<file path="src/rtl/prog_loader_if.sv">
// Command channel between the host/test harness and the program loader:
// a symbolic instruction plus its valid/ready handshake.
interface prog_loader_if #(parameter int ADDR_W = 10);
  logic              cmd_valid;
  logic              cmd_ready;
  logic [2:0]        cmd_kind;
  logic [2:0]        alu_op;
  logic [15:0]       inm;
  logic [3:0]        ra;
  logic [3:0]        rb;
  logic [3:0]        rd;
  logic [ADDR_W-1:0] target;

  modport master (
    output cmd_valid, cmd_kind, alu_op, inm, ra, rb, rd, target,
    input  cmd_ready
  );

  modport slave (
    input  cmd_valid, cmd_kind, alu_op, inm, ra, rb, rd, target,
    output cmd_ready
  );
endinterface

</file>
<file path="src/rtl/prog_loader.sv">
// Sequential program-memory writer: encodes symbolic commands into 32-bit
// instruction words at consecutive addresses while holding the CPU in reset.
module prog_loader #(
  parameter int ADDR_W = 10
) (
  input  logic              clk,
  input  logic              reset,
  input  logic              start,
  prog_loader_if.slave      cmd,
  output logic              mem_we,
  output logic [ADDR_W-1:0] mem_addr,
  output logic [31:0]       mem_wdata,
  output logic              cpu_hold,
  output logic              done,
  output logic              error,
  output logic [ADDR_W:0]   words
);

  localparam logic [2:0] K_ALU_REG = 3'd0;
  localparam logic [2:0] K_ALU_INM = 3'd1;
  localparam logic [2:0] K_JMP_ABS = 3'd2;
  localparam logic [2:0] K_JMP_REL = 3'd3;
  localparam logic [2:0] K_JZ      = 3'd4;
  localparam logic [2:0] K_END     = 3'd6;
  localparam logic [2:0] K_ILLEGAL = 3'd7;

  typedef enum logic [1:0] {S_IDLE, S_LOAD, S_DONE, S_ERROR} state_t;
  state_t state;

  // Immediate-form ALU ops use a 4-bit nibble; only 001 and 110 are remapped.
  function automatic logic [3:0] inm_nib(input logic [2:0] op);
    case (op)
      3'b001:  inm_nib = 4'b0110;
      3'b110:  inm_nib = 4'b0111;
      default: inm_nib = {1'b0, op};
    endcase
  endfunction

  function automatic logic [7:0] jmp_opcode(input logic [2:0] kind);
    case (kind)
      K_JMP_ABS: jmp_opcode = 8'h15;
      K_JMP_REL: jmp_opcode = 8'h16;
      K_JZ:      jmp_opcode = 8'h17;
      default:   jmp_opcode = 8'h18;
    endcase
  endfunction

  function automatic logic [31:0] encode(
    input logic [2:0]  kind,
    input logic [2:0]  op,
    input logic [15:0] imm,
    input logic [3:0]  a,
    input logic [3:0]  b,
    input logic [3:0]  d,
    input logic [23:0] tgt
  );
    case (kind)
      K_ALU_REG: encode = {1'b1, op, 16'h0000, a, b, d};
      K_ALU_INM: encode = {inm_nib(op), imm, 4'h0, b, d};
      default:   encode = {jmp_opcode(kind), tgt};
    endcase
  endfunction

  logic        accept;
  logic        full;
  logic        bad_cmd;
  logic [23:0] target_ext;

  assign accept     = (state == S_LOAD) && cmd.cmd_valid;
  assign full       = words[ADDR_W];
  assign bad_cmd    = (cmd.cmd_kind == K_ILLEGAL) ||
                      ((cmd.cmd_kind == K_ALU_INM) && (cmd.alu_op == 3'b111)) ||
                      full;
  assign target_ext = 24'(cmd.target);

  always_ff @(posedge clk or posedge reset) begin
    if (reset) begin
      state         <= S_IDLE;
      cmd.cmd_ready <= 1'b0;
      mem_we        <= 1'b0;
      mem_addr      <= '0;
      mem_wdata     <= '0;
      cpu_hold      <= 1'b0;
      done          <= 1'b0;
      error         <= 1'b0;
      words         <= '0;
    end else begin
      mem_we <= 1'b0;
      // start has priority: any command in the same cycle is dropped.
      if (start) begin
        state         <= S_LOAD;
        cmd.cmd_ready <= 1'b1;
        cpu_hold      <= 1'b1;
        done          <= 1'b0;
        error         <= 1'b0;
        words         <= '0;
      end else if (accept) begin
        if (cmd.cmd_kind == K_END) begin
          state         <= S_DONE;
          cmd.cmd_ready <= 1'b0;
          cpu_hold      <= 1'b0;
          done          <= 1'b1;
        end else if (bad_cmd) begin
          state         <= S_ERROR;
          cmd.cmd_ready <= 1'b0;
          error         <= 1'b1;
        end else begin
          mem_we    <= 1'b1;
          mem_addr  <= words[ADDR_W-1:0];
          mem_wdata <= encode(cmd.cmd_kind, cmd.alu_op, cmd.inm,
                              cmd.ra, cmd.rb, cmd.rd, target_ext);
          words     <= words + 1'b1;
        end
      end
    end
  end

endmodule

</file>
<file path="src/flat_wrapper.sv">
// flat-port wrapper written by rule: the top's interface ports become plain ports
module prog_loader_flat 
#(
  parameter int ADDR_W = 10
)
  (clk, reset, start, mem_we, mem_addr, mem_wdata, cpu_hold, done, error, words, cmd_cmd_valid, cmd_cmd_kind, cmd_alu_op, cmd_inm, cmd_ra, cmd_rb, cmd_rd, cmd_target, cmd_cmd_ready);
  prog_loader_if #(.ADDR_W(ADDR_W)) cmd_i ();
  input  logic clk;
  input  logic reset;
  input  logic start;
  output logic mem_we;
  output logic [ADDR_W-1:0] mem_addr;
  output logic [31:0] mem_wdata;
  output logic cpu_hold;
  output logic done;
  output logic error;
  output logic [ADDR_W:0] words;
  input wire logic [$bits(cmd_i.cmd_valid)-1:0] cmd_cmd_valid;
  input wire logic [$bits(cmd_i.cmd_kind)-1:0] cmd_cmd_kind;
  input wire logic [$bits(cmd_i.alu_op)-1:0] cmd_alu_op;
  input wire logic [$bits(cmd_i.inm)-1:0] cmd_inm;
  input wire logic [$bits(cmd_i.ra)-1:0] cmd_ra;
  input wire logic [$bits(cmd_i.rb)-1:0] cmd_rb;
  input wire logic [$bits(cmd_i.rd)-1:0] cmd_rd;
  input wire logic [$bits(cmd_i.target)-1:0] cmd_target;
  output wire logic [$bits(cmd_i.cmd_ready)-1:0] cmd_cmd_ready;
  assign cmd_i.cmd_valid = cmd_cmd_valid;
  assign cmd_i.cmd_kind = cmd_cmd_kind;
  assign cmd_i.alu_op = cmd_alu_op;
  assign cmd_i.inm = cmd_inm;
  assign cmd_i.ra = cmd_ra;
  assign cmd_i.rb = cmd_rb;
  assign cmd_i.rd = cmd_rd;
  assign cmd_i.target = cmd_target;
  assign cmd_cmd_ready = cmd_i.cmd_ready;
  prog_loader #(.ADDR_W(ADDR_W)) u_core (.clk(clk), .reset(reset), .start(start), .cmd(cmd_i), .mem_we(mem_we), .mem_addr(mem_addr), .mem_wdata(mem_wdata), .cpu_hold(cpu_hold), .done(done), .error(error), .words(words));
endmodule
</file>
<file path="config.mk">
export PLATFORM = sky130hd
export DESIGN_NAME = prog_loader_flat
export DESIGN_NICKNAME = d
export VERILOG_FILES = /design/src/rtl/prog_loader_if.sv /design/src/rtl/prog_loader.sv /design/src/flat_wrapper.sv
export SDC_FILE = /design/constraint.sdc
export NUM_CORES = 1
export LEC_CHECK = 0
export CORE_MARGIN = 3
export CORE_UTILIZATION = 45
export DETAILED_ROUTE_END_ITERATION = 8
export PLACE_DENSITY = 0.92
export SKIP_LAST_GASP = 1
export SYNTH_ARGS = -nofsm -noshare
export SYNTH_HDL_FRONTEND = slang
export SYNTH_SLANG_ARGS = --single-unit
</file>
<file path="constraint.sdc">
create_clock -name clk -period 3.7 [get_ports clk]
set_clock_uncertainty 0.05 [all_clocks]
set_input_delay 0.74 -clock clk [delete_from_list [all_inputs] [get_ports clk]]
set_output_delay 0.74 -clock clk [all_outputs]
set_load 0.02 [all_outputs]
</file>
==> results of run 1 <==
logic make-up after synthesis:
family | share of synthesized area (%)
mux | 8.656
compound gates | 20.20
xor+xnor | 0.3157
fa+ha+maj | 0.4508
flops | 54.10
simple gates | 11.32
buf+inv | 4.959
worst register-to-register path: stages, from the launching register on:
cell and delay (ps):
dfrtp_1 390, and3b_2 330, o211ai_4 100, buf_4 210, or2_4 400, inv_6 140, mux2_4 300
worst paths after layout:
| check | startpoint | end | slack, ps | cells after the start |
|---|---|---|---|---|
| max in group asynchronous | reset | u_core.mem_wdata[19]$_DFFE_PP0P_ | 2070 | 3 |
| worst min-delay path | u_core.cmd.cmd_ready$_DFFE_PP0P_ | u_core.cmd.cmd_ready$_DFFE_PP0P_ | 430 | 1 |
| worst max-delay path | cmd_cmd_kind[1] | u_core.mem_addr[3]$_DFFE_PP0P_ | 890 | 7 |
| min in group asynchronous | reset | u_core.mem_wdata[31]$_DFFE_PP0P_ | 860 | 2 |
| worst min register to register | u_core.cmd.cmd_ready$_DFFE_PP0P_ | u_core.cmd.cmd_ready$_DFFE_PP0P_ | 430 | 1 |
| worst max register to register | u_core.state[1]$_DFFE_PP0P_ | u_core.mem_addr[3]$_DFFE_PP0P_ | 1680 | 6 |
state kept, by name, summed over array words and instances, names as in the netlist:
name                  cells
u_core.mem_wdata         32
u_core.done               1
u_core.words             11
u_core.mem_addr          10
u_core.error              1
u_core.state              2
u_core.mem_we             1
u_core.cmd.cmd_ready      1
u_core.cpu_hold           1
synthesized netlist by cell type (all sizes together):
master / n
o21ai: 68
dfrtp: 60
nand2: 20
a21oi: 18
mux2: 12
clkbuf: 11
nor2: 11
mux2i: 9
buf: 8
inv: 7
o31ai: 6
or4: 5
a21o: 3
nand2b: 3
nand3: 3
or3: 3
a22oi: 2
nand3b: 2
nand4: 2
o211ai: 2
a21boi: 1
and2: 1
and3b: 1
and4: 1
ha: 1
nand4bb: 1
nor2b: 1
nor3: 1
nor3b: 1
or2: 1
xor2: 1
through the flow:
step           setup WS (ps)  utilization (%)
3_5_place_dp           559.7            67.12
6_report               894.1            70.39
4_1_cts                900.5            70.39
5_1_grt                774.0            70.39
2_1_floorplan           1425                -
3_3_place_gp           665.9            67.12
power groups by stage:
stage	registers [W]	logic (W)	clock network, W
final	0.000746	0.000383	0.000539
after global routing	0.000752	0.000414	0.000584
after CTS	0.000746	0.000388	0.000552
after detailed placement	0.000757	0.000387	0
after global placement	0.000754	0.000378	0
after floorplan	0.000825	0.000118	0
final cells by class:
type	instances	area share, %
flip-flops and latches	60	37.14
multi-input cells	180	28.10
repair buffers	111	27.11
clock buffers	12	4.085
well taps	72	2.228
inverters	7	0.7738
clock inverters	4	0.5571
cell usage in the layout, fill, tap and decap left out, types with 2 or more instances in the layout:
master,count
mux2_1,3
dfrtp_1,60
nand3b_1,2
nand3_1,3
nand2_1,20
mux2_2,5
a22oi_1,2
nor2_1,11
clkinv_2,3
clkdlybuf4s50_1,105
mux2i_1,9
clkbuf_8,12
inv_1,5
nand4_1,2
mux2_4,4
o31ai_1,6
buf_4,6
or4_1,5
a21oi_1,17
a21o_1,3
o21ai_0,68
nand2b_1,3
or3_1,3
routing by layer:
layer  part of all wire [%]  vias up  GRT usage (%)
li1                       -     1155              -
met1                     42     1196          28.52
met2                     49      106          34.59
met3                    7.1       13          5.103
met4                    1.8        0          8.201
met5                      0        -              0
==> summary.txt, run 1 <==
Status
  • Run status: complete, no violations

CTS
  • Clock sink count: 60
  • H-tree Lvls: 3
  • Clk root buf: clkbuf_8
  • Clock-pin slew on the worst setup and hold paths: around 60 ps
  • CTS Buf Count: 9
  • CTS Buffer Depth: 2
  • CTS Hold Buffers Added: 0
  • Clk_lat worst skew: 330 ps
  • Post-CTS Setup Inserts: 0
  • Post-CTS sizing: 0
  • TritonCTS clock tree: done

Drt
  • Iteration-0 DRC Markers: 140
  • Vias: approximately 2.5k
  • Drt pass-1 iters: 4
  • Detail Route Antenna Nets: 0
  • Residual DRC: 0
  • Routed WL: 7512 um
  • Drt wl/cell: 16.84 um
  • Vias per cell: 5.538

Power and ir drop
  • Switch Pwr: 0.0004729 W
  • Int Pwr: 0.001195 W
  • Tot Pwr: roughly 0.0017 W
  • Clock share of power: 32.3%
  • Comb power frac: 23.0%
  • Flop pwr share: 44.7%
  • Cell Pwr Density: 412.6 nW/um2
  • Peak supply drop: 331.0 uV
  • Fraction of power spent switching nets: 28.35%
  • LEAKAGE: 1.664 nW

Global route
  • Global-route wire length before repair: 12320 um
  • Vias in the first global route: ~2.4k
  • GRT overflow: 0
  • Antenna violations before repair: 0
  • GRT Overall Usage: 21.60%
  • Largest net degree at the start of global routing: 51

Floorplanning
  • Starting Density: approximately half
  • Die Ht: 84.53 um
  • Core area: 5743 um2
  • Die area: 7145 um2
  • IO Pins: 106
  • Row Count: 27
  • DIE WIDTH: 84.53 um

Cells and area
  • FF/Latch Area: 1501 um2
  • FILL cells: 429
  • Area of the multi-input gates: about 1100 um2
  • Design area: 4043 um2
  • Final Non-Filler Cells: 446
  • # diodes: 0
  • Area growth syn-to-layout: 45.67%
  • Proportion of layout cells with a drive suffix above 1: approximately a tenth
  • Final net count: ~420

Yosys
  • Share of the synthesized area in the top cell type: 54.10%
  • Synthesis Warnings: 0
  • Leading area contributor after synthesis: dfrtp_1
  • Syn Inst Count: 266
  • Dominant cells by area after synthesis: dfrtp_1 (54%), o21ai_0 (12%), mux2i_1 (3.2%)
  • Mapped Area: 2775 um2
  • Register area share after synthesis: 54.10%
  • Synthesized net count: 315
  • Flops & latches, synth: 60
  • Synth unique cells: 39
  • Avg Inst Size Synth: 10.43 um2

STA
  • Final worst path period need: roughly 2800 ps
  • Worst slew margin: 41.66%
  • RSZ-0062 raised after global routing: false
  • Tcrit/Tclk final: 75.84%
  • Final Hold Fails: 0
  • # setup viols final: 0
  • Hold WS: 434.2 ps
  • Tightest Pin Transition: 873.8 ps
  • Fin. max-slew vios: 0
  • Peak Freq: 356.4 MHz
  • Setup TNS: 0 ps

Worst setup path
  • Worst path max stage delay: a little over 600 ps
  • CP max stage cell: clkdlybuf4s50_1
  • CP max FO: 39
  • Critical path's top delay family: buffers and inverters
  • Critical path buffer and inverter count: 3
  • Crit path launch type: input pin
  • Worst-path cell chain: clkdlybuf4s50_1, nand4bb_4, o211ai_4, buf_4, or2_4, inv_6, mux2_4
  • Critical Path End Type: register
  • CP required: 3860 ps
  • Data arrival, critical path: around 3000 ps
  • Crit path kind: in -> reg

Placed design
  • Inst Count DP: 430
  • Post-DP HPWL: 5432 um
  • Gpl congestion: 0.8182
  • Port Buffers: 105
  • Placed cell areas: between 3000 and 4000 um2

Min path
  • HP Class: reg -> reg

Job
  • Max-cap viol count: 0
(Power assumes the default switching activity.)
==> run 2, diff against run 1 <==
CORE_UTILIZATION = 44   (was 45)
PLACE_DENSITY = 0.9   (was 0.92)
clock period = 2.9 ns   (was 3.7 ns; I/O delays follow)
==> summary.txt, run 2 (same netlist as run 1, synthesis figures left out) <==
Status
  • Run status: complete, no violations

Global route
  • Vias in the first global route: 2536
  • Largest net degree at the start of global routing: 61
  • Antenna violations before repair: 0
  • GRT overflow: 0
  • GRT Overall Usage: 22.27%
  • Global-route wire length before repair: 12570 um

Floorplanning
  • Die Ht: 85.42 um
  • Core area: between 6000 and 7000 um2
  • Die area: around 7300 um2
  • IO Pins: 106
  • DIE WIDTH: 85.42 um
  • Starting Density: about 46%
  • Row Count: 28

Drt
  • Vias per cell: 5.515
  • Vias: approximately 2.5k
  • Drt wl/cell: between 15 and 20 um
  • Residual DRC: 0
  • Drt pass-1 iters: 4
  • Iteration-0 DRC Markers: approximately 160
  • Routed WL: between 7000 and 8000 um
  • Detail Route Antenna Nets: 0

Cells and area
  • # diodes: 0
  • Most common cell after layout, fill and taps aside: clkdlybuf4s50_1
  • FILL cells: 489
  • Final net count: 423
  • Largest regs: u_core.mem_wdata x32, u_core.words x11, u_core.mem_addr x10
  • Largest register by flop count: u_core.mem_wdata
  • Most frequent cells in the layout: clkdlybuf4s50_1 (105), o21ai_0 (68), dfrtp_1 (60), nand2_1 (20), a21oi_1 (17)
  • Proportion of layout cells with a drive suffix above 1: 11.08%
  • Max reg flops: 32
  • Design area: ~4000 um2
  • Area growth syn-to-layout: 47.70%

CTS
  • Clk_lat worst skew: 340 ps
  • CTS Hold Buffers Added: 0
  • CTS Buf Count: 9
  • Clock-pin slew on the worst setup and hold paths: 70 ps
  • TritonCTS clock tree: done
  • Post-CTS Setup Inserts: 0
  • Post-CTS sizing: 0
  • Clock sink count: 60
  • CTS Buffer Depth: 2
  • H-tree Lvls: 3
  • Clk root buf: clkbuf_8

STA
  • # setup viols final: 0
  • RSZ-0062 raised after global routing: false
  • Peak Freq: 460.8 MHz
  • Tightest Pin Transition: roughly 740 ps
  • Setup TNS: 0 ps
  • Final worst path period need: between 2000 and 2500 ps
  • Final Hold Fails: 0
  • Worst slew margin: 50.82%
  • Tcrit/Tclk final: 74.83%
  • Fin. max-slew vios: 0

Power and ir drop
  • Flop pwr share: between 40% and 50%
  • LEAKAGE: 1.693 nW
  • Cell Pwr Density: 540.6 nW/um2
  • Peak supply drop: 347.4 uV
  • Comb power frac: 22.3%
  • Fraction of power spent switching nets: 28.03%
  • Switch Pwr: 0.0006211 W
  • Tot Pwr: 0.002216 W
  • Int Pwr: 0.001595 W
  • Clock share of power: between 30% and 40%

Worst setup path
  • CP required: roughly 3000 ps
  • Critical Path End Type: register
  • CP max FO: 24
  • Worst path max stage delay: between 500 and 600 ps
  • Worst-path cell chain: clkdlybuf4s50_1, nand4bb_4, o211ai_4, or2_4, buf_4, o21ai_0
  • CP max stage cell: clkdlybuf4s50_1
  • Crit path launch type: input pin
  • Data arrival, critical path: 2320 ps
  • Crit path kind: in -> reg
  • Critical path buffer and inverter count: 2
  • Critical path's top delay family: buffers and inverters
  • R2R setup slack: 1080 ps

Job
  • Max-cap viol count: 0

Placed design
  • Placed cell areas: ~3900 um2
  • Post-DP HPWL: approximately 5400 um
  • Port Buffers: ~110
  • Gpl congestion: 0.7907

Min path
  • HP Class: reg -> reg
-- run 2: cell types whose count changed in the layout (fill, tap and decap cells not counted) --
cell / change
buf_4: +5
clkinv_2: -1
clkbuf_1: +1
clkbuf_8: -1
bufinv_16: +1
-- run 2: worst register-to-register path, cell delays in order, from the launching register on --
cell      delay (ps)
dfrtp_1          390
and3b_2          320
o211ai_4         100
buf_4            220
or4_1            510
a21oi_1          150
-- run 2: path summary, 6_finish.rpt --
path,endpoint,start,cells after the start
worst max register to register,u_core.words[5]$_DFFE_PP0P_,u_core.state[1]$_DFFE_PP0P_,5
min in group asynchronous,u_core.mem_addr[3]$_DFFE_PP0P_,reset,3
max in group asynchronous,u_core.mem_wdata[24]$_DFFE_PP0P_,reset,3
worst min register to register,u_core.state[0]$_DFFE_PP0P_,u_core.state[0]$_DFFE_PP0P_,1
worst max-delay path,u_core.mem_wdata[7]$_DFFE_PP0P_,cmd_cmd_kind[1],6
worst min-delay path,u_core.state[0]$_DFFE_PP0P_,u_core.state[0]$_DFFE_PP0P_,1
-- run 2: power by group through the flow --
stage / logic (W) / clock network [W] / registers [W]
final: 0.000494 / 0.000766 / 0.000955
after global routing: 0.000537 / 0.000819 / 0.000964
after CTS: 0.000502 / 0.000782 / 0.000955
after detailed placement: 0.000500 / 0 / 0.000970
after global placement: 0.000485 / 0 / 0.000965
after floorplan: 0.000151 / 0 / 0.00105
-- run 2: metal layers --
metal | wire, um | vias to the layer above | GRT usage, %
met2 | 3742 | 93 | 34.82
met1 | 3148 | 1235 | 29.27
met5 | 0 | - | 0
li1 | - | 1165 | -
met4 | 155 | 0 | 10.94
met3 | 505 | 11 | 4.951
-- run 2: metrics by stage --
stage / setup slack, ps / util [%] / hold WS (ps) / instances
2_1_floorplan: 785.3 / - / 392.3 / 266
3_3_place_gp: 468.8 / 64.66 / 408.4 / 438
3_5_place_dp: 364.9 / 64.66 / 423.0 / 438
4_1_cts: 722.0 / 68.02 / 442.6 / 454
5_1_grt: 660.8 / 68.02 / 475.5 / 454
6_report: 730.0 / 68.02 / 439.6 / 454
-- run 2: area by class of cell --
type                    instances  area [um2]  area share, %
inverters                       7       31.28         0.7631
clock inverters                 4       47.55          1.160
multi-input cells             180        1136          27.72
flip-flops and latches         60        1501          36.63
well taps                      75       93.84          2.289
clock buffers                  12       155.1          3.785
repair buffers                116        1134          27.66
==> RTL change 1, RTL diff (config.mk and constraints of run 1) <==
The 4 states of `state_t` get a one-hot encoding in 4 bits.
--- a/src/rtl/prog_loader.sv
+++ b/src/rtl/prog_loader.sv
@@ -24,7 +24,7 @@
   localparam logic [2:0] K_END     = 3'd6;
   localparam logic [2:0] K_ILLEGAL = 3'd7;
 
-  typedef enum logic [1:0] {S_IDLE, S_LOAD, S_DONE, S_ERROR} state_t;
+  typedef enum logic [3:0] {S_IDLE = 4'b0001, S_LOAD = 4'b0010, S_DONE = 4'b0100, S_ERROR = 4'b1000} state_t;
   state_t state;
 
   // Immediate-form ALU ops use a 4-bit nibble; only 001 and 110 are remapped.
Check against the original RTL: same outputs for any inputs over 4 cycles, from zero or initial values and one cycle with reset high; so few cycles prove little.
==> RTL change 1 against run 1 <==
Via count down 5.7%; critical path type unchanged; register-to-register slack got worse by 0.57 ns; routed wire length fell by 4.4%; sequential cell count increased by 1; fmax decreased by 8.7%; worst setup slack got worse by 0.27 ns; power up 8.5%; critical path depth shrank 1; area after synthesis grew 3.2%; design area grew 3.6%; worst hold slack hardly changed; global-route usage fell by 1.4 points.
==> RTL change 1: results (changes against run 1) <==
pre-CTS WS: 0.295 ns (-0.265 ns)
# fillers: 421 (-1.9%)
Post-Place Cell Area: 0.00400 mm^2 (+3.7%)
Cells after DPL: 415 (-3.5%)
crit path DAT: 3.24 ns (+0.27 ns)
largest net degree at the start of global routing: 36 (-29%)
top post-synthesis cells by area: dfrtp_1 52%, mux2_2 18%, and3_1 3.1%, a21oi_1 2.4%, mux2i_1 1.7%
Net Switching: 0.506 mW (+7.1%)
crit path max fanout: 29 (-26%)
P_leak: 1.81 nW (+8.7%)
first-pass GRT wire length: 11.7 mm (-4.9%)
Synth Area in XOR/XNOR: 0 (-0.00316)
Syn Inst Count: 241 (-9.4%)
# nets final: 400 (-4.3%)
number of clock-tree buffers in the layout: 11 (-1)
part of the power in registers: 0.430 (-0.017)
Signal buffers: 112 (+0.90%)
DRC marker count from the first detailed-route iteration: 145 (+3.6%)
multi-input combinational area share: 0.294 (+0.0127)
register bit total from synthesis: 61 (+1.7%)
post-DP HPWL: 5.27 mm (-2.9%)
Clock Power Share: 0.319 (-0.004)
drt via density: 5.41 (-2.4%)
Seq/total area: 0.365 (-0.00660)
Tap Count: 75 (+4.2%)
post-route insts no fill: 431 (-3.4%)
wire per inst: 16.7 um (-1.1%)
share of cells above drive strength 1: 0.208 (+0.106)
ClkCell Share: 0.0457 (-0.000712)
Non-clk invs: 11 (+4)
Total GRT Usage: 0.202 (-0.0136)
outcome: complete, no violations
vias in the first global route: 2346 (-3.9%)
NonClk Buf Share: 0.264 (-0.00760)
comb_multi_in: 156 (-13%)
top post-synthesis cells by count: 60 x dfrtp_1, 46 x mux2_2, 14 x a21oi_1, 14 x and3_1, 11 x inv_1
final core utilization: 0.695 (-0.00895)
worst relative slew slack: 0.541 (+0.125)
Distinct cells, synth: 37 (-5.1%)
routability cong.: 0.870 (+6.3%)
P_clk: 0.578 mW (+7.2%)
adder-cell share of the synthesized area: 0.00437 (-0.000142)
register area share after synthesis: 0.533 (-0.00784)
-- RTL change 1: changes by cell type after synthesis, sizes merged, moves of 3 or more --
| cell | run 1 | this run |
|---|---|---|
| clkbuf | 11 | 6 |
| o21ai | 68 | 9 |
| nand3 | 3 | 8 |
| and3 | 0 | 14 |
| inv | 7 | 11 |
| nor2b | 1 | 5 |
| mux2i | 9 | 5 |
| mux2 | 12 | 49 |
| nand2 | 20 | 9 |
| a21oi | 18 | 14 |
| nor2 | 11 | 8 |
-- RTL change 1: logic make-up (layout without fill, tap and decap cells) --
family / Yosys count / in the layout
buffers and inverters: 24 / 139
adder cells (fa/ha/maj): 1 / 1
flip-flops: 61 / 61
AO/OA/AOI/OAI: 36 / 36
AND/OR/NAND/NOR: 65 / 65
multiplexers: 54 / 54
-- RTL change 1: worst reg2reg max path, stage by stage, from the launching register on --
cell,delay [ns]
dfrtp_1,0.38
and4bb_2,0.35
nand3_4,0.19
nor3_4,0.63
buf_4,0.48
mux2_2,0.40
-- RTL change 1: worst paths after layout --
kind | to | cells after the start | slack [ns] | from
setup / recovery | u_core.mem_wdata[6] | 6 | 0.63 | cmd_cmd_kind[1]
hold / removal | u_core.state[0] | 1 | 0.43 | u_core.state[0]
setup reg to reg | u_core.mem_wdata[6] | 5 | 1.11 | u_core.state[3]
hold reg to reg | u_core.state[0] | 1 | 0.43 | u_core.state[0]
max in group asynchronous | u_core.mem_wdata[24] | 3 | 2.50 | reset
min in group asynchronous | u_core.mem_wdata[4] | 3 | 0.74 | reset
-- RTL change 1: metal layers --
metal | track usage | share of wire | vias up
met5 | 0 | 0 | -
met4 | 0.0734 | 0.015 | 0
met3 | 0.0557 | 0.079 | 12
met2 | 0.323 | 0.50 | 106
met1 | 0.266 | 0.41 | 1133
li1 | - | - | 1079
==> RTL change 2, RTL diff (flow settings as in run 1) <==
Without the edit above. `ADDR_W` is set to 10 in 3 places; all go to 8.
--- a/src/rtl/prog_loader_if.sv
+++ b/src/rtl/prog_loader_if.sv
@@ -1,6 +1,6 @@
 // Command channel between the host/test harness and the program loader:
 // a symbolic instruction plus its valid/ready handshake.
-interface prog_loader_if #(parameter int ADDR_W = 10);
+interface prog_loader_if #(parameter int ADDR_W = 8);
   logic              cmd_valid;
   logic              cmd_ready;
   logic [2:0]        cmd_kind;
--- a/src/rtl/prog_loader.sv
+++ b/src/rtl/prog_loader.sv
@@ -1,7 +1,7 @@
 // Sequential program-memory writer: encodes symbolic commands into 32-bit
 // instruction words at consecutive addresses while holding the CPU in reset.
 module prog_loader #(
-  parameter int ADDR_W = 10
+  parameter int ADDR_W = 8
 ) (
   input  logic              clk,
   input  logic              reset,
--- a/src/flat_wrapper.sv
+++ b/src/flat_wrapper.sv
@@ -1,7 +1,7 @@
 // flat-port wrapper written by rule: the top's interface ports become plain ports
 module prog_loader_flat 
 #(
-  parameter int ADDR_W = 10
+  parameter int ADDR_W = 8
 )
   (clk, reset, start, mem_we, mem_addr, mem_wdata, cpu_hold, done, error, words, cmd_cmd_valid, cmd_cmd_kind, cmd_alu_op, cmd_inm, cmd_ra, cmd_rb, cmd_rd, cmd_target, cmd_cmd_ready);
   prog_loader_if #(.ADDR_W(ADDR_W)) cmd_i ();
Ports: changed (resized cmd_target, mem_addr and words); port bits go from 106 to 100. The function was not compared with the original's and may differ.
==> RTL change 2 against run 1 <==
Register-to-register slack better by 0.11 ns; routed wire length down 21%; power down 18%; sequential cell count down 4; critical endpoint is now u_core.mem_wdata[21]; design area down 10%; area after synthesis down 9.4%; synthesized cell count down 7.1%; worst setup slack better by 0.11 ns.
==> RTL change 2: results (changes against run 1) <==
mux cell area share after synthesis: 0.0716 (-0.0149)
Worst Hold End: u_core.state[0]
Syn Inst Count: 247 (-7.1%)
Clock H-tree levels: 2 (-1)
Worst setup endpoint: u_core.mem_wdata[21]
flop2flop setup slack: 1.79 ns (+0.11 ns)
global-route met2 utilization: 0.313 (-0.0330)
first-pass GRT wire length: 9.74 mm (-21%)
VDD IR max: 0.000200 V (-40%)
# nets final: 390 (-6.7%)
Hold Startpoint: u_core.state[0]
register area share after synthesis: 0.557 (+0.0162)
clk_lat worst skew: 0.30 ns (-0.03 ns)
drt via density: 5.04 (-9.0%)
Hold Path Depth: 1 (unchanged)
Total GRT Usage: 0.189 (-0.0272)
RR Endpoint: u_core.mem_wdata[27]
adder-cell share of the synthesized area: 0.00498 (+0.000467)
vias in the first global route: 2109 (-14%)
outcome: complete, no violations
Distinct cells, synth: 36 (-7.7%)
largest net degree at the start of global routing: 34 (-33%)
post-DP HPWL: 4.56 mm (-16%)
P_leak: 1.50 nW (-9.6%)
Port Buf Inserts: 99 (-5.7%)
fmax: 371 MHz (+4.1%)
crit path max fanout: 31 (-21%)
met1 GRT Util: 0.239 (-0.0458)
worst r2r path cells: 4 (-2)
pre-CTS WS: 0.624 ns (+0.0645 ns)
wire per inst: 14.3 um (-15%)
area fraction in compound gates after synthesis: 0.159 (-0.0433)
Worst-path clk slew: 0.10 ns (+0.04 ns)
top post-synthesis cells by area: dfrtp_1 56%, nand2_1 8.2%, o21ai_0 7.4%, mux2i_1 3.6%, mux2_2 3.1%
worst relative slew slack: 0.587 (+0.170)
P_int: 0.986 mW (-18%)
final hold slack: 0.428 ns (-0.00601 ns)
Synth Area in XOR/XNOR: 0.00697 (+0.00381)
GR Util met3: 0.0654 (+0.0144)
DRC marker count from the first detailed-route iteration: 72 (-49%)
Post-Place Cell Area: 0.00354 mm^2 (-8.2%)
# fillers: 424 (-1.2%)
Cells after DPL: 406 (-5.6%)
WL final: 5.90 mm (-21%)
crit path DAT: 2.82 ns (-0.15 ns)
crit path from: cmd_cmd_kind[2]
share of cells above drive strength 1: 0.0756 (-0.0260)
-- RTL change 2: per-layer routing --
| metal | wire length (um) | vias to the layer above |
|---|---|---|
| met4 | 35 | 0 |
| li1 | - | 1036 |
| met5 | 0 | - |
| met3 | 503 | 4 |
| met2 | 2890 | 70 |
| met1 | 2480 | 976 |
-- RTL change 2: final cells by class --
class,instances,share of cell area
sequential,56,0.386
timing repair buffer,104,0.283
multi-input combinational,168,0.273
tap,70,0.0241
clock buffer,7,0.0238
inverter,8,0.00827
clock inverter,1,0.00207
-- RTL change 2: power groups by stage --
| stage | combinational (mW) | clock (mW) | sequential (mW) |
|---|---|---|---|
| 2_1_floorplan | 0.103 | 0 | 0.768 |
| 3_3_place_gp | 0.335 | 0 | 0.705 |
| 3_5_place_dp | 0.344 | 0 | 0.707 |
| 4_1_cts | 0.345 | 0.354 | 0.695 |
| 5_1_grt | 0.371 | 0.376 | 0.702 |
| 6_report | 0.339 | 0.339 | 0.695 |
